File: config.mk
export PLATFORM = sky130hd
export DESIGN_NAME = gray_step_tracker
export DESIGN_NICKNAME = d
export VERILOG_FILES = /design/src/rtl/gray_pkg.sv /design/src/rtl/gray_in_sync.sv /design/src/rtl/gray_step_tracker.sv
export SDC_FILE = /design/constraint.sdc
export NUM_CORES = 1
export LEC_CHECK = 0
export ABC_AREA = 1
export BUFFER_PORTS_ARGS = -buffer_cell sky130_fd_sc_hd__buf_2
export CORE_ASPECT_RATIO = 0.9
export CORE_UTILIZATION = 45
export DETAILED_ROUTE_END_ITERATION = 10
export MAX_ROUTING_LAYER = met4
export PLACE_DENSITY = 0.71
export SETUP_SLACK_MARGIN = 0.2
export SYNTH_ARGS = -nofsm -noshare
export SYNTH_HDL_FRONTEND = slang
export SYNTH_HIERARCHICAL = 1
export SYNTH_SLANG_ARGS = --single-unit
File: constraint.sdc
create_clock -name clk -period 4.15 [get_ports clk]
set_input_delay 1.0375 -clock clk [delete_from_list [all_inputs] [get_ports clk]]
set_output_delay 1.0375 -clock clk [all_outputs]
set_load 0.02 [all_outputs]
File: src/rtl/gray_pkg.sv
// rtl/gray_pkg.sv - shared types, defaults and Gray/binary helpers for gray_step_tracker
package gray_pkg;

    localparam int DEF_W             = 4;
    localparam int DEF_SYNC_STAGES   = 2;
    localparam int DEF_STABLE_CYCLES = 4;
    localparam int MAX_W             = 32;

    typedef enum logic {
        INIT  = 1'b0,
        TRACK = 1'b1
    } state_t;

    // Callers zero-extend to MAX_W and pass the live width; bits at or above w come back as 0.
    function automatic logic [MAX_W-1:0] gray2bin(input logic [MAX_W-1:0] g, input int w);
        logic [MAX_W-1:0] b;
        logic             acc;
        b   = '0;
        acc = 1'b0;
        for (int i = MAX_W - 1; i >= 0; i--) begin
            if (i < w) begin
                acc  = acc ^ g[i];
                b[i] = acc;
            end
        end
        return b;
    endfunction

    function automatic logic [MAX_W-1:0] bin2gray(input logic [MAX_W-1:0] b, input int w);
        logic [MAX_W-1:0] m;
        m = '0;
        for (int i = 0; i < MAX_W; i++) begin
            if (i < w) m[i] = 1'b1;
        end
        return (b & m) ^ ((b & m) >> 1);
    endfunction

endpackage

File: src/rtl/gray_in_sync.sv
// rtl/gray_in_sync.sv - synchroniser and stability filter producing a settled-new-code strobe
module gray_in_sync
    import gray_pkg::*;
#(
    parameter int W             = DEF_W,
    parameter int SYNC_STAGES   = DEF_SYNC_STAGES,
    parameter int STABLE_CYCLES = DEF_STABLE_CYCLES
) (
    input  logic         clk,
    input  logic         rst_n,
    input  logic [W-1:0] gray_in,
    input  logic [W-1:0] ref_code,
    input  logic         ref_valid,
    output logic [W-1:0] cand,
    output logic         settled_new
);

    localparam int            CW      = (STABLE_CYCLES > 1) ? $clog2(STABLE_CYCLES) : 1;
    localparam logic [CW-1:0] CNT_MAX = CW'(STABLE_CYCLES - 1);

    logic [W-1:0]  sync_q [SYNC_STAGES];
    logic [W-1:0]  s;
    logic [CW-1:0] cnt;
    logic          settled;

    assign s = sync_q[SYNC_STAGES-1];

    always_ff @(posedge clk or negedge rst_n) begin
        if (!rst_n) begin
            for (int i = 0; i < SYNC_STAGES; i++) sync_q[i] <= '0;
            cand <= '0;
            cnt  <= '0;
        end else begin
            sync_q[0] <= gray_in;
            for (int i = 1; i < SYNC_STAGES; i++) sync_q[i] <= sync_q[i-1];
            if (s != cand) begin
                cand <= s;
                cnt  <= '0;
            end else if (cnt < CNT_MAX) begin
                cnt <= cnt + 1'b1;
            end
        end
    end

    assign settled = (s == cand) && (cnt == CNT_MAX);

    // Before the first lock there is no reference, so any settled code (even 0) is new.
    assign settled_new = settled && (!ref_valid || (cand != ref_code));

endmodule

File: src/rtl/gray_step_tracker.sv
// rtl/gray_step_tracker.sv - Gray step classifier with position and error counters
module gray_step_tracker
    import gray_pkg::*;
#(
    parameter int W             = DEF_W,
    parameter int SYNC_STAGES   = DEF_SYNC_STAGES,
    parameter int STABLE_CYCLES = DEF_STABLE_CYCLES
) (
    input  logic         clk,
    input  logic         rst_n,
    input  logic [W-1:0] gray_in,
    input  logic         clr,
    output logic [W-1:0] bin_out,
    output logic [7:0]   pos,
    output logic         dir,
    output logic         step_pulse,
    output logic         err_pulse,
    output logic [7:0]   err_cnt,
    output logic         locked
);

    state_t       state;
    logic [W-1:0] ref_q;
    logic [W-1:0] cand;
    logic         settled_new;
    logic [W-1:0] new_bin;
    logic [W-1:0] d;

    gray_in_sync #(
        .W             (W),
        .SYNC_STAGES   (SYNC_STAGES),
        .STABLE_CYCLES (STABLE_CYCLES)
    ) u_sync (
        .clk         (clk),
        .rst_n       (rst_n),
        .gray_in     (gray_in),
        .ref_code    (ref_q),
        .ref_valid   (state == TRACK),
        .cand        (cand),
        .settled_new (settled_new)
    );

    assign new_bin = W'(gray2bin(MAX_W'(cand), W));
    assign d       = new_bin - bin_out;

    always_ff @(posedge clk or negedge rst_n) begin
        if (!rst_n) begin
            state      <= INIT;
            ref_q      <= '0;
            bin_out    <= '0;
            pos        <= '0;
            dir        <= 1'b0;
            step_pulse <= 1'b0;
            err_pulse  <= 1'b0;
            err_cnt    <= '0;
            locked     <= 1'b0;
        end else begin
            step_pulse <= 1'b0;
            err_pulse  <= 1'b0;
            if (settled_new) begin
                ref_q   <= cand;
                bin_out <= new_bin;
                if (state == INIT) begin
                    state  <= TRACK;
                    locked <= 1'b1;
                end else if (d == W'(1)) begin
                    dir <= 1'b1;
                    if (!clr) begin
                        step_pulse <= 1'b1;
                        pos        <= pos + 8'd1;
                    end
                end else if (d == {W{1'b1}}) begin
                    dir <= 1'b0;
                    if (!clr) begin
                        step_pulse <= 1'b1;
                        pos        <= pos - 8'd1;
                    end
                end else if (!clr) begin
                    err_pulse <= 1'b1;
                    if (err_cnt != 8'hFF) err_cnt <= err_cnt + 8'd1;
                end
            end
            // clr overrides whatever the acceptance above did to the counters.
            if (clr) begin
                pos     <= '0;
                err_cnt <= '0;
            end
        end
    end

endmodule

* Word level (Yosys, flattened, before mapping)
Cells that the tools add are included.
** Storage, ports and cells
- Register bits :: 43
- Word-level logic and storage cells :: 70
- Output and inout port bits :: 24
- Bits of input ports :: 7
** Cells by class
- Order comparisons :: 1
- Equality and inequality tests :: 9
- $add $sub $neg :: 5
- Bitwise logic cells :: 4
- Mux-type cells :: 24
- Reductions and logical operators :: 14
** Operators with widths (number)
- 2-to-1 mux 8 bit :: 11
- adder 8 x 1 -> 8 bit, second input constant :: 2
- 2-to-1 mux 1 bit :: 11
- nonzero test 2 bit :: 5
- != test 4 bit :: 2
- != test 8 bit, second input constant :: 1
- subtractor 8 x 1 -> 8 bit, second input constant :: 1
- AND reduction 3 bit :: 2
- AND reduction 5 bit :: 1
- == test 4 x 1 -> 1 bit, second input constant :: 1
- == test 4 bit :: 1
- == test 4 bit, second input constant :: 1
- 2-to-1 mux 2 bit :: 2
- != test 2 bit, second input constant :: 2
- subtractor 4 bit :: 1
- nonzero test 3 bit :: 1
- XOR 1 bit :: 3
- adder 2 x 1 -> 2 bit, second input constant :: 1
- == test 2 bit, second input constant :: 1
- logical AND 1 bit :: 2
- < comparator 2 bit, second input constant :: 1
- AND reduction 2 bit :: 1
- zero test 1 bit :: 1
- logical OR 1 bit :: 1
- inverter 1 bit :: 1

* Depth between registers and ports, before layout
Gate-level depths: netlist (run 1).
- Depth after elaboration :: 10
- Mapped depth :: 20
- Mapped depth without buffers :: 20

* Hierarchy
The synthesis (run 1) kept the hierarchy.
** Modules (own cells, without submodules)
- gray_step_tracker :: instances 1, cells each 216, area each 1767.9 um^2
- gray_in_sync :: instances 1, cells each 65, area each 576.8 um^2

* Worst setup path before layout (run 1)
OpenSTA, ideal clock, no wires.
- Path type :: register to register
- From :: register u_sync.cand[3]
- To :: register pos[7]
- Data required time :: 4033 ps
- Library setup time :: 117 ps
- Period minus slack after synthesis :: 3385 ps
- Path slack :: 765 ps
- Arrival :: 3267 ps
- Stages on the path, launching flop included :: 19
- Cell sequence :: dfrtp_1 xor2_1 or2_2 nand2_2 xor2_1 inv_1 ha_1 fa_1 nand2_1 nor2_2 nand3_4 ha_1 nand3_1 nand2_1 nand2_1 o211ai_1 nand3_1 nand3_1 nand2_1
** On the way
- Cells in the longest elaborated chain, start to end :: 9
- Elaborated cells between the ends (all ways) :: 18
- Classes of those cells :: add/sub (1); eq/ne (4); mux (4); bitwise (3); reduce/logical (6)
** RTL lines
- from (decl) :: line gray_in_sync.sv:14 : output logic [W-1:0] cand,
- from (signal assigned) :: line gray_in_sync.sv:37 : cand <= s;
- XOR 1 bit (*) :: line gray_pkg.sv:22 : acc = acc ^ g[i];
- named net new_bin[2] :: line gray_step_tracker.sv:26 : logic [W-1:0] new_bin;
- XOR 1 bit (2 in series) :: line gray_pkg.sv:22
- subtractor 4 bit (*) :: line gray_step_tracker.sv:44 : assign d = new_bin - bin_out;
- == test 4 x 1 -> 1 bit :: line gray_step_tracker.sv:66 : end else if (d == W'(1)) begin
- 2-to-1 mux 8 bit :: line gray_step_tracker.sv:66
- 2-to-1 mux 8 bit :: line gray_step_tracker.sv:63 : if (state == INIT) begin
- 2-to-1 mux 8 bit :: line gray_step_tracker.sv:60 : if (settled_new) begin
- 2-to-1 mux 8 bit :: line gray_step_tracker.sv:84 : if (clr) begin
- to (signal assigned) :: line gray_step_tracker.sv:70 : pos <= pos + 8'd1;
- to (signal assigned) :: line gray_step_tracker.sv:76 : pos <= pos - 8'd1;
- to (decl) :: line gray_step_tracker.sv:14 : output logic [7:0] pos,
Mark *: on every way through the listed nets, which the timed path passes. The rest lies on a longest branch. The select of a mux whose other input is x is not followed.
A chain may end at the register's enable or synchronous reset.

* Worst setup path in the final report (run 1)
- From :: register u_sync.cand[2]
- To :: register pos[7]
The elaborated chain is that of the path after synthesis.

==> results of run 1 <==
placed cells by master (no fill, tap or decap), types with 6 or more instances in the layout:
cell and n:
ha_1 7, xnor2_1 6, nand2_1 79, nor2_1 15, nand3_1 30, buf_2 30
xor2_1 7, inv_1 33, o21ai_1 7, a21oi_1 7, dfrtp_1 41
area by class of cell:
class | instances | area, µm² | share of cell area [%]
Clock buffer | 5 | 68.8 | 2.48
Clock inverter | 3 | 68.8 | 2.48
Inverter | 35 | 131 | 4.73
Multi-Input combinational cell | 197 | 1190 | 42.8
Sequential cell | 42 | 1050 | 37.8
Tap cell | 65 | 81.3 | 2.93
Timing Repair Buffer | 35 | 188 | 6.75
worst max-delay path, delay by kind of cell, from the launching register on:
kind,cells,cell delay (ns)
xor+xnor,2,0.41
compound gates,1,0.10
simple gates,11,1.38
fa+ha+maj,3,1.08
buf+inv,1,0.07
flops,1,0.45
what timing repair did:
item	in CTS	in global routing
setup buffers	0	4
setup endpoints to repair	0	4
gates resized for setup	0	8
metrics by stage:
stage / cell area [µm²] / utilization (%) / setup slack [ns] / cells / power, mW
after floorplan: 2340 / - / 0.765 / 281 / 0.511
after global placement: 2550 / 51.7 / 0.587 / 369 / 0.534
after detailed placement: 2550 / 51.7 / 0.450 / 369 / 0.538
after CTS: 2680 / 54.5 / 0.392 / 377 / 0.931
after global routing: 2780 / 56.5 / 0.263 / 382 / 0.973
final: 2780 / 56.5 / 0.550 / 382 / 0.930
sequential cells by signal, indices dropped and copies added, names as in the netlist:
register	cells
err_cnt	8
pos	8
ref_q	4
u_sync/cand	4
u_sync/s	4
u_sync/sync_q	4
bin_out	3
u_sync/cnt	2
dir	1
err_pulse	1
locked	1
state	1
step_pulse	1
kinds of logic after synthesis:
kind of cell | Yosys count
simple gates | 143
buf+inv | 43
flops | 42
compound gates | 26
xor+xnor | 13
fa+ha+maj | 13
mux | 1
power by group:
group / leakage, nW / switching (mW) / internal [mW]
Combinational: 0.838 / 0.0709 / 0.0400
Clock: 0.0683 / 0.148 / 0.241
Sequential: 0.555 / 0.0105 / 0.420
Total: 1.46 / 0.230 / 0.701
routing by layer:
metal  up-vias  part of all wire (%)  global-route usage, %
met2        36                    47                   29.1
met4         0                   1.5                   7.00
met1       879                    47                   25.5
met3         7                   4.0                   4.05
li1        961                     -                      -
met5         -                     0                      -
path summary, 6_finish.rpt:
kind / cells past startpoint / slack [ns] / start / endpoint
min in group asynchronous: 1 / 0.87 / rst_n / u_sync/cnt[1]$_DFFE_PN0P_
setup / recovery: 18 / 0.55 / u_sync/cand[2]$_DFFE_PN0P_ / pos[7]$_DFFE_PN0P_
hold / removal: 0 / 0.35 / u_sync/sync_q[6]$_DFF_PN0_ / u_sync/s[2]$_DFF_PN0_
max in group asynchronous: 1 / 2.65 / rst_n / u_sync/cand[3]$_DFFE_PN0P_
hold reg to reg: 0 / 0.35 / u_sync/sync_q[6]$_DFF_PN0_ / u_sync/s[2]$_DFF_PN0_
setup reg to reg: 18 / 0.55 / u_sync/cand[2]$_DFFE_PN0P_ / pos[7]$_DFFE_PN0P_
==> impl_metrics.env, run 1 <==
export IMPL_status="finished clean"
export IMPL_dieHeight_um=70.5
export IMPL_dp_hpwl_um=3160
export IMPL_worstPathMaxFanout=6
export IMPL_ys_types=31
export IMPL_fin_setup_tns_ns=0
export IMPL_synth_nets=301
export IMPL_fillerInstances=469
export IMPL_dr_pass1_iters=4
export IMPL_cts_buffers=5
export IMPL_ys_seq_elements=42
export IMPL_syn_area_per_cell_um2=8.34
export IMPL_synth_ff_type="dfrtp_1"
export IMPL_worstSkewPairLatency_ns=0.30
export IMPL_hold_viol=0
export IMPL_drt_vias_per_instance=4.93
export IMPL_rsz0062_at_grt="false"
export IMPL_yosysMostFrequentCell="nand2_1"
export IMPL_drt_initial_drc_count=105
export IMPL_drv_slew=0
export IMPL_yosys_area_share_simple_pct=28.8
export IMPL_clockRootBuffer="clkbuf_8"
export IMPL_grt_pass1_vias=1762
export IMPL_period_share_pct=86.8
export IMPL_arrival_ns=3.80
export IMPL_period_needed_ns=3.60
export IMPL_synth_compound_area_share_pct=6.35
export IMPL_routed_wl_um=4630
export IMPL_synth_top_area_share_pct=44.8
export IMPL_required_ns=4.35
export IMPL_htreeDepth=2
export IMPL_start_kind="flop"
export IMPL_end_kind="flop"
export IMPL_ys_seq_area_share_pct=44.8
export IMPL_critPathKind="flop to flop"
export IMPL_synthMuxAreaShare_pct=0.427
export IMPL_core_um2=4920
export IMPL_synthCells=281
export IMPL_path_clk_slew_ns=0.08
export IMPL_worstMarginPinSlew_ns=0.932
export IMPL_synth_common_cells="nand2_1, dfrtp_1, inv_1"
export IMPL_syn_area_um2=2340
export IMPL_holdWs_ns=0.353
export IMPL_design_die_area_um2=5500
export IMPL_maxCapViolations=0
export IMPL_place_congestion=0.858
export IMPL_synth_top_family_by_area="simple AND/OR/NAND/NOR gates"
export IMPL_cpMostUsedCell="nand2_1"
export IMPL_io_buffers=30
export IMPL_initial_core_util_pct=47.6
export IMPL_p_leak_nw=1.46
export IMPL_hp_class="flop to flop"
export IMPL_drc=0
export IMPL_finalSetupViolCount=0
export IMPL_row_count=24
export IMPL_yosysTopAreaCell="dfrtp_1"
export IMPL_ys_warnings_count=6
export IMPL_antenna_found_initial=0
export IMPL_io_pins=31
export IMPL_grt_pass1_wl_um=8050
export IMPL_die_w_um=78.1
export IMPL_synthTopCellsByArea="dfrtp_1, nand2_1, nand3_1, ha_1, inv_1"
export IMPL_track_usage_pct=19.3
export IMPL_crit_slowest_cell="fa_1"
export IMPL_hold_buffers=0
export IMPL_max_stage_delay_ns=0.51
export IMPL_area_growth_syn_to_layout_pct=18.6
export IMPL_ir_worst_vdd_mv=0.202
export IMPL_grt_max_degree=43
export IMPL_finClkSkew_ns=0.00671
export IMPL_slew_headroom_pct=37.9
export IMPL_drive_gt1_share_pct=21.1
export IMPL_overflow=0
export IMPL_clock_sinks=42
export IMPL_fmax_mhz=278
export IMPL_ys_async_sr_fraction_pct=100
export IMPL_path_cells="xor2_1 > or2_2 > nand2_2 > xor2_1 > inv_1 > ha_1 > fa_1 > nand2_1 > nor2_4 > nand3_4 > ha_4 > nand3_1 > nand2_1 > nand2_1 > o211ai_1 > nand3_1 > nand3_1 > nand2_1"
export IMPL_p_per_area_nw_per_um2=335
export IMPL_wire_per_inst_um=12.1
export IMPL_num_vias=1883
export IMPL_diodes=0
export IMPL_fin_nets=336
export IMPL_synth_xor_area_share_pct=4.86
export IMPL_synthAdderAreaFrac_pct=7.58
export IMPL_synth_edf_count=0
export IMPL_cts_tree="done"
export IMPL_ant_nets=0
export IMPL_cts_buffer_depth=2
(Power assumes the default switching activity.)
==> run 2: changes to the inputs <==
--- a/config.mk
+++ b/config.mk
@@ -8,10 +8,12 @@
 export ABC_AREA = 1
 export BUFFER_PORTS_ARGS = -buffer_cell sky130_fd_sc_hd__buf_2
 export CORE_ASPECT_RATIO = 0.9
-export CORE_UTILIZATION = 45
+export CORE_UTILIZATION = 50
+export CTS_BUF_LIST = sky130_fd_sc_hd__clkbuf_4 sky130_fd_sc_hd__clkbuf_8 sky130_fd_sc_hd__clkbuf_16
 export DETAILED_ROUTE_END_ITERATION = 10
 export MAX_ROUTING_LAYER = met4
-export PLACE_DENSITY = 0.71
+export PLACE_DENSITY = 0.77
+export REMOVE_ABC_BUFFERS = 1
 export SETUP_SLACK_MARGIN = 0.2
 export SYNTH_ARGS = -nofsm -noshare
 export SYNTH_HDL_FRONTEND = slang
==> run 2 against run 1 <==
- clock skew shrank 0.0025 ns
- total power shrank 9.9%
- clock power shrank 23%
- first-iteration DRC count shrank 17%
- sequential share of layout area grew 0.75 points
- worst setup slack lost 0.11 ns
- via count shrank 0.80%
- critical endpoint is now pos[6]$_DFFE_PN0P_
==> impl_metrics.env, run 2 (synthesis gave the netlist of run 1 again) <==
export IMPL_wire_per_inst_um=11.9
export IMPL_ir_worst_vdd_mv=0.205
export IMPL_ant_nets=0
export IMPL_htreeDepth=2
export IMPL_die_w_um=74.2
export IMPL_p_total_uw=838
export IMPL_cts_buffers=5
export IMPL_io_pins=31
export IMPL_dr_pass1_iters=4
export IMPL_finalSetupViolCount=0
export IMPL_finClkSkew_ns=0.00423
export IMPL_dp_hpwl_um=2990
export IMPL_io_buffers=30
export IMPL_rsz0062_at_grt="false"
export IMPL_diodes=0
export IMPL_slew_headroom_pct=39.5
export IMPL_period_share_pct=89.4
export IMPL_pre_cts_ws_ns=0.466
export IMPL_drive_gt1_share_pct=20.3
export IMPL_placed_area_um2=2530
export IMPL_p_leak_nw=1.44
export IMPL_hold_buffers=0
export IMPL_critPathBufInv=4
export IMPL_dieHeight_um=67.0
export IMPL_final_common_cell="nand2_1"
export IMPL_hold_viol=0
export IMPL_cts_buffer_depth=2
export IMPL_core_um2=4490
export IMPL_period_needed_ns=3.71
export IMPL_overflow=0
export IMPL_grt_max_degree=43
export IMPL_routed_wl_um=4490
export IMPL_grt_pass1_wl_um=7040
export IMPL_clock_sinks=42
export IMPL_fin_util_pct=60.6
export IMPL_fillerInstances=400
export IMPL_critPathKind="flop to flop"
export IMPL_start_kind="flop"
export IMPL_path_clk_slew_ns=0.08
export IMPL_max_stage_delay_ns=0.47
export IMPL_num_vias=1868
export IMPL_drc=0
export IMPL_row_count=23
export IMPL_final_area_um2=2720
export IMPL_drt_initial_drc_count=87
export IMPL_hp_class="flop to flop"
export IMPL_status="finished clean"
export IMPL_worstPathMaxFanout=8
export IMPL_worst_slack_ns=0.441
export IMPL_path_cells="xor2_1 > or2_2 > nand2_2 > xor2_1 > inv_1 > ha_1 > fa_1 > xnor2_1 > nor2_4 > nand3_4 > buf_4 > inv_1 > fa_1 > inv_1 > nand4_1 > nand3_1 > xnor2_1 > o21ai_1"
export IMPL_drv_slew=0
export IMPL_regArea_um2=1050
export IMPL_final_cell_mix="nand2_1, dfrtp_1, inv_1, nand3_1, buf_2"
export IMPL_p_per_area_nw_per_um2=308
export IMPL_required_ns=4.32
export IMPL_multiInputGateArea_um2=1180
export IMPL_holdWs_ns=0.346
export IMPL_fmax_mhz=270
export IMPL_antenna_found_initial=0
export IMPL_place_congestion=0.948
export IMPL_track_usage_pct=19.3
export IMPL_fin_nets=334
export IMPL_end_kind="flop"
export IMPL_worstMarginPinSlew_ns=0.907
export IMPL_grt_pass1_vias=1629
export IMPL_fin_setup_tns_ns=0
export IMPL_dp_cells=365
export IMPL_layoutNonFillerInstCount=377
export IMPL_clockRootBuffer="clkbuf_8"
export IMPL_crit_slowest_cell="dfrtp_1"
export IMPL_area_growth_syn_to_layout_pct=16.1
export IMPL_top_regs="err_cnt: 8 flops, pos: 8 flops"
export IMPL_arrival_ns=3.88
export IMPL_drt_vias_per_instance=4.95
export IMPL_initial_core_util_pct=52.2
export IMPL_maxCapViolations=0
export IMPL_worstSkewPairLatency_ns=0.29
export IMPL_cts_tree="done"
export IMPL_design_die_area_um2=4970
export IMPL_cpLargestDelayFamily="adder cells"
export IMPL_cpMostUsedCell="inv_1"
-- run 2: final cells by class --
cell class	instances	share of cell area, %
multi-input combinational	197	43.3
sequential	42	38.6
timing repair buffer	33	6.34
inverter	35	4.83
clock buffer	8	4.04
tap	62	2.85
-- run 2: routing by layer --
metal | wire length (µm) | up-vias | part of all wire [%] | GRT usage, %
met3 | 145 | 4 | 3.2 | 4.39
li1 | - | 959 | - | -
met1 | 2180 | 875 | 49 | 25.5
met4 | 41 | 0 | 0.91 | 7.93
met5 | 0 | - | 0 | -
met2 | 2120 | 30 | 47 | 28.5
-- run 2: final timing paths --
kind                                       startpoint                         end  slack (ns)  depth (start not counted)
setup / recovery           u_sync/cand[3]$_DFFE_PN0P_          pos[6]$_DFFE_PN0P_        0.44                         18
hold / removal             u_sync/sync_q[4]$_DFF_PN0_       u_sync/s[0]$_DFF_PN0_        0.35                          0
setup reg to reg           u_sync/cand[3]$_DFFE_PN0P_          pos[6]$_DFFE_PN0P_        0.44                         18
hold reg to reg            u_sync/sync_q[4]$_DFF_PN0_       u_sync/s[0]$_DFF_PN0_        0.35                          0
max in group asynchronous                       rst_n  u_sync/cand[3]$_DFFE_PN0P_        2.70                          1
min in group asynchronous                       rst_n      err_cnt[2]$_DFFE_PN0P_        0.87                          1
-- run 2: timing repair --
action,in CTS,in global routing
setup buffers,0,3
resized for setup,0,7
setup endpoints to repair,0,3
-- run 2: where the power goes --
group | internal [mW] | total, mW | switching, mW
registers | 0.420 | 0.430 | 0.0102
clock network | 0.168 | 0.300 | 0.132
logic | 0.0389 | 0.108 | 0.0693
